<file path="src/rtl/sdram_arbiter.sv">
// sdram_arbiter: two-port round-robin arbiter in front of a single-request
// SDRAM wrapper. One transaction in flight at a time. Every output is
// registered. A per-grant watchdog forces completion if the downstream ack
// never arrives, and it sets a sticky error flag when it does so.
module sdram_arbiter #(
  parameter int unsigned TIMEOUT  = 1023,
  parameter logic [31:0] ERR_DATA = 32'hDEADBEEF
) (
  input  logic        clk,
  input  logic        reset_n_i,

  input  logic        p0_sel_i,
  input  logic        p0_wr_en_i,
  input  logic [3:0]  p0_wr_mask_i,
  input  logic [31:0] p0_address_i,
  input  logic [31:0] p0_data_i,
  output logic [31:0] p0_data_o,
  output logic        p0_ack_o,

  input  logic        p1_sel_i,
  input  logic        p1_wr_en_i,
  input  logic [3:0]  p1_wr_mask_i,
  input  logic [31:0] p1_address_i,
  input  logic [31:0] p1_data_i,
  output logic [31:0] p1_data_o,
  output logic        p1_ack_o,

  output logic        mem_sel_o,
  output logic        mem_wr_en_o,
  output logic [3:0]  mem_wr_mask_o,
  output logic [31:0] mem_address_o,
  output logic [31:0] mem_data_o,
  input  logic [31:0] mem_data_i,
  input  logic        mem_ack_i,

  output logic        timeout_err_o
);

  localparam int unsigned CW = (TIMEOUT < 2) ? 1 : $clog2(TIMEOUT + 1);

  localparam logic [1:0] IDLE  = 2'd0;
  localparam logic [1:0] ISSUE = 2'd1;
  localparam logic [1:0] WAIT  = 2'd2;
  localparam logic [1:0] RESP  = 2'd3;

  logic [1:0]    state_q,       state_d;
  logic          last_grant_q,  last_grant_d;  // 1 = port 1 was granted last
  logic          grant_q,       grant_d;       // port owning the current transaction
  logic [CW-1:0] cnt_q,         cnt_d;
  logic          mem_sel_q,     mem_sel_d;
  logic          mem_wr_en_q,   mem_wr_en_d;
  logic [3:0]    mem_wr_mask_q, mem_wr_mask_d;
  logic [31:0]   mem_address_q, mem_address_d;
  logic [31:0]   mem_data_q,    mem_data_d;
  logic          p0_ack_q,      p0_ack_d;
  logic          p1_ack_q,      p1_ack_d;
  logic [31:0]   p0_data_q,     p0_data_d;
  logic [31:0]   p1_data_q,     p1_data_d;
  logic          timeout_err_q, timeout_err_d;
  logic          win;

  // Next-state logic: arbitration, request latching, ack/timeout completion
  always_comb begin
    state_d       = state_q;
    last_grant_d  = last_grant_q;
    grant_d       = grant_q;
    cnt_d         = cnt_q;
    mem_sel_d     = mem_sel_q;
    mem_wr_en_d   = mem_wr_en_q;
    mem_wr_mask_d = mem_wr_mask_q;
    mem_address_d = mem_address_q;
    mem_data_d    = mem_data_q;
    p0_ack_d      = 1'b0;
    p1_ack_d      = 1'b0;
    p0_data_d     = p0_data_q;
    p1_data_d     = p1_data_q;
    timeout_err_d = timeout_err_q;
    win           = 1'b0;

    case (state_q)
      IDLE: begin
        if (p0_sel_i || p1_sel_i) begin
          // On a tie the port that did not win last time takes the grant
          win           = (p0_sel_i && p1_sel_i) ? ~last_grant_q : p1_sel_i;
          grant_d       = win;
          last_grant_d  = win;
          cnt_d         = '0;
          mem_sel_d     = 1'b1;
          mem_wr_en_d   = win ? p1_wr_en_i   : p0_wr_en_i;
          mem_wr_mask_d = win ? p1_wr_mask_i : p0_wr_mask_i;
          mem_address_d = win ? p1_address_i : p0_address_i;
          mem_data_d    = win ? p1_data_i    : p0_data_i;
          state_d       = ISSUE;
        end
      end

      // Downstream ack seen here still belongs to the previous transaction
      ISSUE: begin
        cnt_d   = cnt_q + CW'(1);
        state_d = WAIT;
      end

      WAIT: begin
        if (mem_ack_i) begin
          if (grant_q) p1_data_d = mem_data_i;
          else         p0_data_d = mem_data_i;
          p0_ack_d  = ~grant_q;
          p1_ack_d  = grant_q;
          mem_sel_d = 1'b0;
          state_d   = RESP;
        end else if (cnt_q == CW'(TIMEOUT)) begin
          if (!mem_wr_en_q) begin
            if (grant_q) p1_data_d = ERR_DATA;
            else         p0_data_d = ERR_DATA;
          end
          p0_ack_d      = ~grant_q;
          p1_ack_d      = grant_q;
          mem_sel_d     = 1'b0;
          timeout_err_d = 1'b1;
          state_d       = RESP;
        end else begin
          cnt_d = cnt_q + CW'(1);
        end
      end

      default: begin
        state_d = IDLE;
      end
    endcase
  end

  // State and output registers, asynchronously cleared
  always_ff @(posedge clk or negedge reset_n_i) begin
    if (!reset_n_i) begin
      state_q       <= IDLE;
      last_grant_q  <= 1'b1;
      grant_q       <= 1'b0;
      cnt_q         <= '0;
      mem_sel_q     <= 1'b0;
      mem_wr_en_q   <= 1'b0;
      mem_wr_mask_q <= '0;
      mem_address_q <= '0;
      mem_data_q    <= '0;
      p0_ack_q      <= 1'b0;
      p1_ack_q      <= 1'b0;
      p0_data_q     <= '0;
      p1_data_q     <= '0;
      timeout_err_q <= 1'b0;
    end else begin
      state_q       <= state_d;
      last_grant_q  <= last_grant_d;
      grant_q       <= grant_d;
      cnt_q         <= cnt_d;
      mem_sel_q     <= mem_sel_d;
      mem_wr_en_q   <= mem_wr_en_d;
      mem_wr_mask_q <= mem_wr_mask_d;
      mem_address_q <= mem_address_d;
      mem_data_q    <= mem_data_d;
      p0_ack_q      <= p0_ack_d;
      p1_ack_q      <= p1_ack_d;
      p0_data_q     <= p0_data_d;
      p1_data_q     <= p1_data_d;
      timeout_err_q <= timeout_err_d;
    end
  end

  assign mem_sel_o     = mem_sel_q;
  assign mem_wr_en_o   = mem_wr_en_q;
  assign mem_wr_mask_o = mem_wr_mask_q;
  assign mem_address_o = mem_address_q;
  assign mem_data_o    = mem_data_q;
  assign p0_ack_o      = p0_ack_q;
  assign p1_ack_o      = p1_ack_q;
  assign p0_data_o     = p0_data_q;
  assign p1_data_o     = p1_data_q;
  assign timeout_err_o = timeout_err_q;

endmodule

</file>
<file path="config.mk">
export PLATFORM = sky130hd
export DESIGN_NAME = sdram_arbiter
export DESIGN_NICKNAME = d
export VERILOG_FILES = /design/src/rtl/sdram_arbiter.sv
export SDC_FILE = /design/constraint.sdc
export NUM_CORES = 1
export LEC_CHECK = 0
export BUFFER_PORTS_ARGS = -buffer_cell sky130_fd_sc_hd__buf_2
export CORE_MARGIN = 2
export CORE_UTILIZATION = 42
export DETAILED_ROUTE_END_ITERATION = 10
export GPL_TIMING_DRIVEN = 0
export PLACE_DENSITY = 0.76
export REMOVE_ABC_BUFFERS = 1
export SYNTH_ARGS = -nofsm -noshare
export SYNTH_HDL_FRONTEND = slang
export SYNTH_SLANG_ARGS = --single-unit
</file>
<file path="constraint.sdc">
create_clock -name clk -period 1.8 [get_ports clk]
set_clock_uncertainty 0.15 [all_clocks]
set_input_delay 0.18 -clock clk [delete_from_list [all_inputs] [get_ports clk]]
set_output_delay 0.18 -clock clk [all_outputs]
set_load 0.005 [all_outputs]
</file>
==> results.yml, run 1 <==
outcome:
  status: "complete, but fails checks"
  failed_checks: "hold timing, setup timing"
logic_synthesis:
  post_synth_num_cell_types: 41
  yosysWarnings: 0
  synth.cell_area_sq_um: 6610
  synth_edf_count: 0
  yosys.area.top_type: "sky130_fd_sc_hd__dfrtp_1"
  average_cell_area_after_synthesis_sq_um: 11.5
  synth_cells: 576
  netlist_top_cells_area: "sky130_fd_sc_hd__dfrtp_1, sky130_fd_sc_hd__mux2i_1, sky130_fd_sc_hd__a2bb2oi_1"
  synth.top_cell.area_share_pct: 56.8
  synth-seq-area-share_pct: 57.2
  postSynthRegisterBits: 151
  synth_async_sr_flop_share_pct: 100
  yosys_most_used_dff: "sky130_fd_sc_hd__dfrtp_1"
setup_path:
  worst_ep_required_time_ns: 1.95
  crit_path_cell_trace: "inv_2 > ha_4 > or3b_4 > o311ai_4 > or3_1 > o311ai_1"
  critPathArrivalTime_ns: 2.04
  critPathSlowestCell: "sky130_fd_sc_hd__dfrtp_1"
  setup.worst_path.start_class: "flip-flop"
  critical_path_peak_fanout: 4
  critical_path.n_buffers_inverters: 1
  critical_path.endpoint_type: "flip-flop"
  max_stage_delay_ns: 0.36
  timing_worst_setup_path_type: "reg -> reg"
  delay_heaviest_family_cp: "simple AND/OR/NAND/NOR gates"
floorplan:
  dieWidth_um: 129
  design.die.area_sq_um: 16700
  io-pin-count: 312
  initial_utilization_pct: 43.3
  rows: 45
  coreArea_sq_um: 15300
  chipHeight_um: 129
routing:
  vias: 7514
  wirelength_um: 30100
  routedLengthMet1_um: 10500
  drt_first_pass_iters: 5
  initialDrtViolationCount: 500
  wl_met2_um: 14700
  wl_per_cell_um: 23.0
  uppermost_layer_routed: "met4"
  met3RoutedLength_um: 2760
  route.detailed.vias_per_inst: 5.74
  detail_route.drc_violations: 0
  antenna_left: 0
grt:
  globalRouteTotalUtil_pct: 34.2
  antenna_found_initial: 2
  grt_overflow: 0
  wire_length_of_the_first_global_routing_pass_um: 43400
  maximum_number_of_pins_on_one_net_before_global_route_repair: 90
  via_count_of_the_first_global_routing_pass: 7972
pwr:
  part_of_the_total_power_dissipated_in_sequential_elements_pct: 34.7
  power.density_nw_per_um2: 1540
  leakage_uw: 0.00554
  netSwitchingFraction_pct: 38.0
  ir_drop_mv: 0.869
  p_clk_share_pct: 19.6
  net-switching-power_uw: 6770
  fraction_of_power_consumed_by_combinational_cells_pct: 45.7
  internal-power_uw: 11000
placed_design:
  detailedPlacementHpwl_um: 14000
  gp_weighted_congestion: 0.813
  buffer_ports.inserted: 311
  post-place-cells: 1059
  pre_cts_ws_ns: -1.60
  dpl-instance-area_sq_um: 8370
sta:
  grt_setup_unrepaired: "yes"
  slew_at_the_pin_with_the_worst_max_slew_slack_ns: 0.670
  post-route-worst-setup-slack_ns: -0.0860
  final.hold.worst_slack_ns: -0.000986
  finalMaxSlewViolations: 0
  fin_crit_sh_pct: 105
  clock.fmax_mhz: 530
  final_hold_violations: 1
  setup_violations: 62
  setup_tns_ns: -2.21
  fin_crit_ns: 1.89
  slew_headroom_pct: 55.3
clock_network:
  cts_root_buffer: "sky130_fd_sc_hd__clkbuf_16"
  cts-root-to-sink-buffers: 2
  cts_inserted_buffers: 17
  htreeDepth: 4
  cts_tree: "done"
  worstSkewPairLatency_ns: 0.41
  cts.sink_count: 151
  cts.reportedPaths.clkPinSlew_ns: 0.06
final_layout:
  n_fill_cell: 861
  final_layout_size_suffix_gt1_share_pct: 43.3
  layout.nets: 1260
  flow.area_growth_from_synthesis_pct: 74.7
  layout.cell_area.non_filler_sq_um: 11500
  layout.cells.non_filler: 1308
hold_path:
  min_path_type: "in -> reg"
job:
  timing.max_cap.violations: 0
-- what timing repair did --
item,4_1_cts,5_1_grt
buffers inserted,24,6
hold endpoints to repair,196,0
cloned,10,3
hold buffers,173,0
pin swaps,13,5
setup endpoints to repair,136,104
gates resized for setup,71,42
-- worst reg2reg max path, cell delays in order, from the launching register on --
cell                       delay [ns]
sky130_fd_sc_hd__dfrtp_1         0.36
sky130_fd_sc_hd__inv_2           0.08
sky130_fd_sc_hd__ha_4            0.18
sky130_fd_sc_hd__or3b_4          0.27
sky130_fd_sc_hd__o311ai_4        0.13
sky130_fd_sc_hd__or3_1           0.33
sky130_fd_sc_hd__o311ai_1        0.28
-- final timing paths --
kind                                           start                          to  slack (ns)  cells past startpoint
max reg2reg                   state_q[0]$_DFFE_PN0P_        cnt_q[9]$_DFFE_PN0P_       -0.09                      6
min                                         p1_sel_i    last_grant_q$_DFFE_PN1P_      -0.001                      3
min in group asynchronous                  reset_n_i   p0_data_o[14]$_DFFE_PN0P_        0.17                      2
min reg2reg                timeout_err_o$_DFFE_PN0P_   timeout_err_o$_DFFE_PN0P_        0.33                      1
max                           state_q[0]$_DFFE_PN0P_        cnt_q[9]$_DFFE_PN0P_       -0.09                      6
max in group asynchronous                  reset_n_i  mem_data_o[17]$_DFFE_PN0P_        0.47                      3
-- state kept, by name, indices dropped and copies added (netlist names) --
register	cells
cnt_q	10
grant_q	1
last_grant_q	1
mem_address_o	32
mem_data_o	32
mem_sel_o	1
mem_wr_en_o	1
mem_wr_mask_o	4
p0_ack_o	1
p0_data_o	32
p1_ack_o	1
p1_data_o	32
state_q	2
timeout_err_o	1
-- area by class of cell --
type | instances | area (sq um) | area share (%)
sequential | 151 | 3780 | 32.8
antenna | 5 | 12.5 | 0.108
clock inverter | 13 | 134 | 1.16
inverter | 4 | 16.3 | 0.141
timing repair buffer | 522 | 3760 | 32.6
multi-input combinational | 384 | 3140 | 27.2
clock buffer | 18 | 429 | 3.72
tap | 211 | 264 | 2.29
-- per-layer routing --
layer / vias to the layer above / global-route usage (%)
li1: 3119 / -
met1: 3593 / 38.1
met2: 594 / 57.6
met3: 208 / 10.0
met4: 0 / 21.6
met5: - / 0
-- Yosys cell counts, types with 2 or more instances --
cell and count:
sky130_fd_sc_hd__nor2b_1 3, sky130_fd_sc_hd__nand4_1 3, sky130_fd_sc_hd__and2_1 5, sky130_fd_sc_hd__o31ai_1 10, sky130_fd_sc_hd__a32o_1 17, sky130_fd_sc_hd__o21a_1 2
sky130_fd_sc_hd__a2bb2oi_1 48, sky130_fd_sc_hd__nand2_1 78, sky130_fd_sc_hd__nor2_1 27, sky130_fd_sc_hd__inv_1 3, sky130_fd_sc_hd__o41ai_1 3, sky130_fd_sc_hd__nor3_1 2
sky130_fd_sc_hd__buf_2 11, sky130_fd_sc_hd__buf_6 2, sky130_fd_sc_hd__nand3_1 2, sky130_fd_sc_hd__dfrtp_1 150, sky130_fd_sc_hd__o21ai_0 79, sky130_fd_sc_hd__a21oi_1 2
sky130_fd_sc_hd__buf_12 4, sky130_fd_sc_hd__ha_1 5, sky130_fd_sc_hd__mux2i_1 71, sky130_fd_sc_hd__or3_1 2, sky130_fd_sc_hd__clkbuf_1 29
-- kinds of logic (layout without fill, tap and decap cells) --
family / after synthesis / in the layout / synth area share (%)
AO/OA/AOI/OAI: 172 / 173 / 18.5
adder cells (fa/ha/maj): 5 / 5 / 0.947
buffers and inverters: 50 / 557 / 4.26
flip-flops: 151 / 151 / 57.2
multiplexers: 71 / 71 / 10.8
other: 0 / 5 / 0
AND/OR/NAND/NOR: 127 / 135 / 8.31
-- power by group through the flow --
stage / logic [uW] / registers (uW) / clock network [uW]
2_1_floorplan: 2730 / 5940 / 0
3_3_place_gp: 5060 / 5710 / 0
3_5_place_dp: 5740 / 5850 / 0
4_1_cts: 7140 / 5920 / 3470
5_1_grt: 8660 / 6290 / 3680
6_report: 8140 / 6170 / 3490
-- cell usage in the layout, fill, tap and decap left out, drive strengths merged, types with 2 or more instances in the layout --
master       instances
buf                348
dlygate4sd3        172
dfrtp              150
o21ai               80
nand2               78
mux2i               71
a2bb2oi             48
nor2                27
clkbuf              19
a32o                17
and2                12
o31ai               10
clkinv               9
diode                5
ha                   5
nand4                4
nor2b                4
o41ai                4
clkinvlp             3
inv                  3
nand3                3
or3                  3
o21a                 2
a21oi                2
bufinv               2
nor3                 2
o311ai               2
-- per-stage QoR --
step / total power, uW / utilization [%]
after floorplan: 8670 / -
after global placement: 10800 / 53.5
after detailed placement: 11600 / 54.8
after CTS: 16500 / 73.7
after global routing: 18600 / 75.6
final: 17800 / 75.7
Note: power is estimated with default switching activity, not from simulation.
==> run 2: changes to the inputs <==
==> constraint.sdc (replaced) <==
create_clock -name clk -period 1.63 [get_ports clk]
set_clock_uncertainty 0.15 [all_clocks]
set_input_delay 0.163 -clock clk [delete_from_list [all_inputs] [get_ports clk]]
set_output_delay 0.163 -clock clk [all_outputs]
set_load 0.005 [all_outputs]
==> results.yml, run 2 (synthesis results as in run 1) <==
final_layout:
  finish.utilization_pct: 88.0
  area_used_by_multi_input_combinational_logic_sq_um: 4110
  final_layout_size_suffix_gt1_share_pct: 58.1
  layout_commonest_cell: "sky130_fd_sc_hd__buf_2"
  n_fill_cell: 571
  area_used_by_sequential_logic_in_the_layout_sq_um: 3780
  layout.nets: 1312
  final_cell_mix: "sky130_fd_sc_hd__buf_2, sky130_fd_sc_hd__dlygate4sd3_1, sky130_fd_sc_hd__dfrtp_1"
  flow.area_growth_from_synthesis_pct: 103
grt:
  wire_length_of_the_first_global_routing_pass_um: 48600
  antenna_found_initial: 6
  globalRouteTotalUtil_pct: 38.6
  gr-usage-met1_pct: 43.8
  maximum_number_of_pins_on_one_net_before_global_route_repair: 90
  global_route.usage.met3_pct: 10.3
  met2_usage_pct: 66.1
  grt_overflow: 0
  via_count_of_the_first_global_routing_pass: 8339
  grt_most_used_layer: "met2"
placed_design:
  gp_weighted_congestion: 0.813
  buffer_ports.inserted: 311
  detailedPlacementHpwl_um: 14000
sta:
  setup_violations: 146
  slew_at_the_pin_with_the_worst_max_slew_slack_ns: 0.914
  fin_crit_ns: 2.23
  clock.fmax_mhz: 448
  post-route-worst-setup-slack_ns: -0.603
  finalMaxSlewViolations: 0
  final_hold_violations: 0
  slew_headroom_pct: 37.3
  fin_crit_sh_pct: 137
  setup_tns_ns: -35.28
  grt_setup_unrepaired: "yes"
setup_path:
  critPathSlowestCell: "sky130_fd_sc_hd__mux2i_1"
  worstReg2RegStart: "last_grant_q$_DFFE_PN1P_"
  critical_path_peak_fanout: 12
  critical_path.endpoint_type: "flip-flop"
  r2r_slack_ns: -0.60
  max_stage_delay_ns: 0.79
  timing_worst_setup_path_type: "reg -> reg"
  crit_path_start: "last_grant_q$_DFFE_PN1P_"
  setup.worst_path.start_class: "flip-flop"
  critPathArrivalTime_ns: 2.37
  cp-endpoint: "mem_data_o[6]$_DFFE_PN0P_"
  timing.rr.end: "mem_data_o[6]$_DFFE_PN0P_"
  reg2reg_depth: 5
  crit_path_cell_trace: "a21boi_4 > clkbuf_16 > buf_16 > mux2i_1 > o21ai_2"
  worst_ep_required_time_ns: 1.77
routing:
  detail_route.drc_violations: 0
  wl_per_cell_um: 31.3
  wirelength_um: 42700
  route.detailed.vias_per_inst: 6.44
  drt_first_pass_iters: 6
  initialDrtViolationCount: 964
  antenna_left: 0
  vias: 8775
floorplan:
  initial_utilization_pct: 43.3
  chipHeight_um: 129
  io-pin-count: 312
  rows: 45
  design.die.area_sq_um: 16700
  coreArea_sq_um: 15300
  dieWidth_um: 129
outcome:
  status: "complete, but fails checks"
  failed_checks: "setup timing"
clock_network:
  cts_tree: "done"
  cts_root_buffer: "sky130_fd_sc_hd__clkbuf_16"
  cts.reportedPaths.clkPinSlew_ns: 0.08
  cts_inserted_buffers: 17
  cts.sink_count: 151
  worstSkewPairLatency_ns: 0.42
  htreeDepth: 4
  cts-root-to-sink-buffers: 2
pwr:
  ir_drop_mv: 1.41
  power.density_nw_per_um2: 1880
  leakage_uw: 0.00623
hold_path:
  min_path_type: "in -> async"
job:
  timing.max_cap.violations: 0
-- run 2: cell types whose count changed in the layout (fill, tap and decap cells not counted), sizes merged --
cell / delta
diode: +2
clkbuf: +4
bufbuf: -1
dlygate4sd3: +1
buf: +48
-- run 2: layer usage --
metal	up-vias	wire length (um)
met3	411	5580
met4	6	4450
met1	4174	13800
met2	946	18800
li1	3238	-
met5	-	29
-- run 2: worst min-delay path by stage --
stage	startpoint	to	slack, ns	cells past startpoint
2_1_floorplan	reset_n_i	cnt_q[0]$_DFFE_PN0P_	-0.28	0
3_3_place_gp	p0_sel_i	last_grant_q$_DFFE_PN1P_	0.24	2
3_5_place_dp	reset_n_i	p1_data_o[14]$_DFFE_PN0P_	0.03	1
4_1_cts	p1_sel_i	mem_sel_o$_DFFE_PN0P_	0.10	3
5_1_grt	mem_ack_i	p1_data_o[4]$_DFFE_PN0P_	0.17	2
6_report	reset_n_i	p1_data_o[14]$_DFFE_PN0P_	0.16	2
-- run 2: critical path, delay by kind of cell (launching register included) --
family | cells | cell delay (ns)
mux | 1 | 0.79
compound gates | 2 | 0.34
flops | 1 | 0.40
buf+inv | 2 | 0.42
-- run 2: power breakdown --
part / internal, uW / switching, uW
Clock: 2240 / 1780
Combinational: 6840 / 6970
Sequential: 5500 / 1910
Total: 14600 / 10700
-- run 2: stage by stage --
step / area [sq um] / worst slack, ns / power, uW / hold WS (ns) / cells
finish: 13400 / -0.603 / 25200 / 0.158 / 1362
global route: 13400 / -0.582 / 25700 / 0.168 / 1357
CTS: 12300 / -0.218 / 20800 / 0.100 / 1337
detailed placement: 8370 / -1.77 / 12800 / 0.0331 / 1059
global placement: 8160 / -10.08 / 11600 / 0.235 / 1052
floorplan: 6340 / -7.14 / 9490 / -0.283 / 530
-- run 2: what timing repair did --
action	CTS	global route
resized for setup	243	211
setup endpoints to repair	150	150
buffers inserted	49	23
gates cloned	27	6
endpoints found under the hold margin	196	0
hold buffers	173	0
pin swaps	63	40
-- run 2: layout make-up --
type,count,area share (%)
tap,211,1.97
clock buffer,18,3.20
timing repair buffer,574,34.8
antenna,7,0.131
multi-input combinational,384,30.6
sequential,151,28.2
inverter,4,0.121
clock inverter,13,0.997
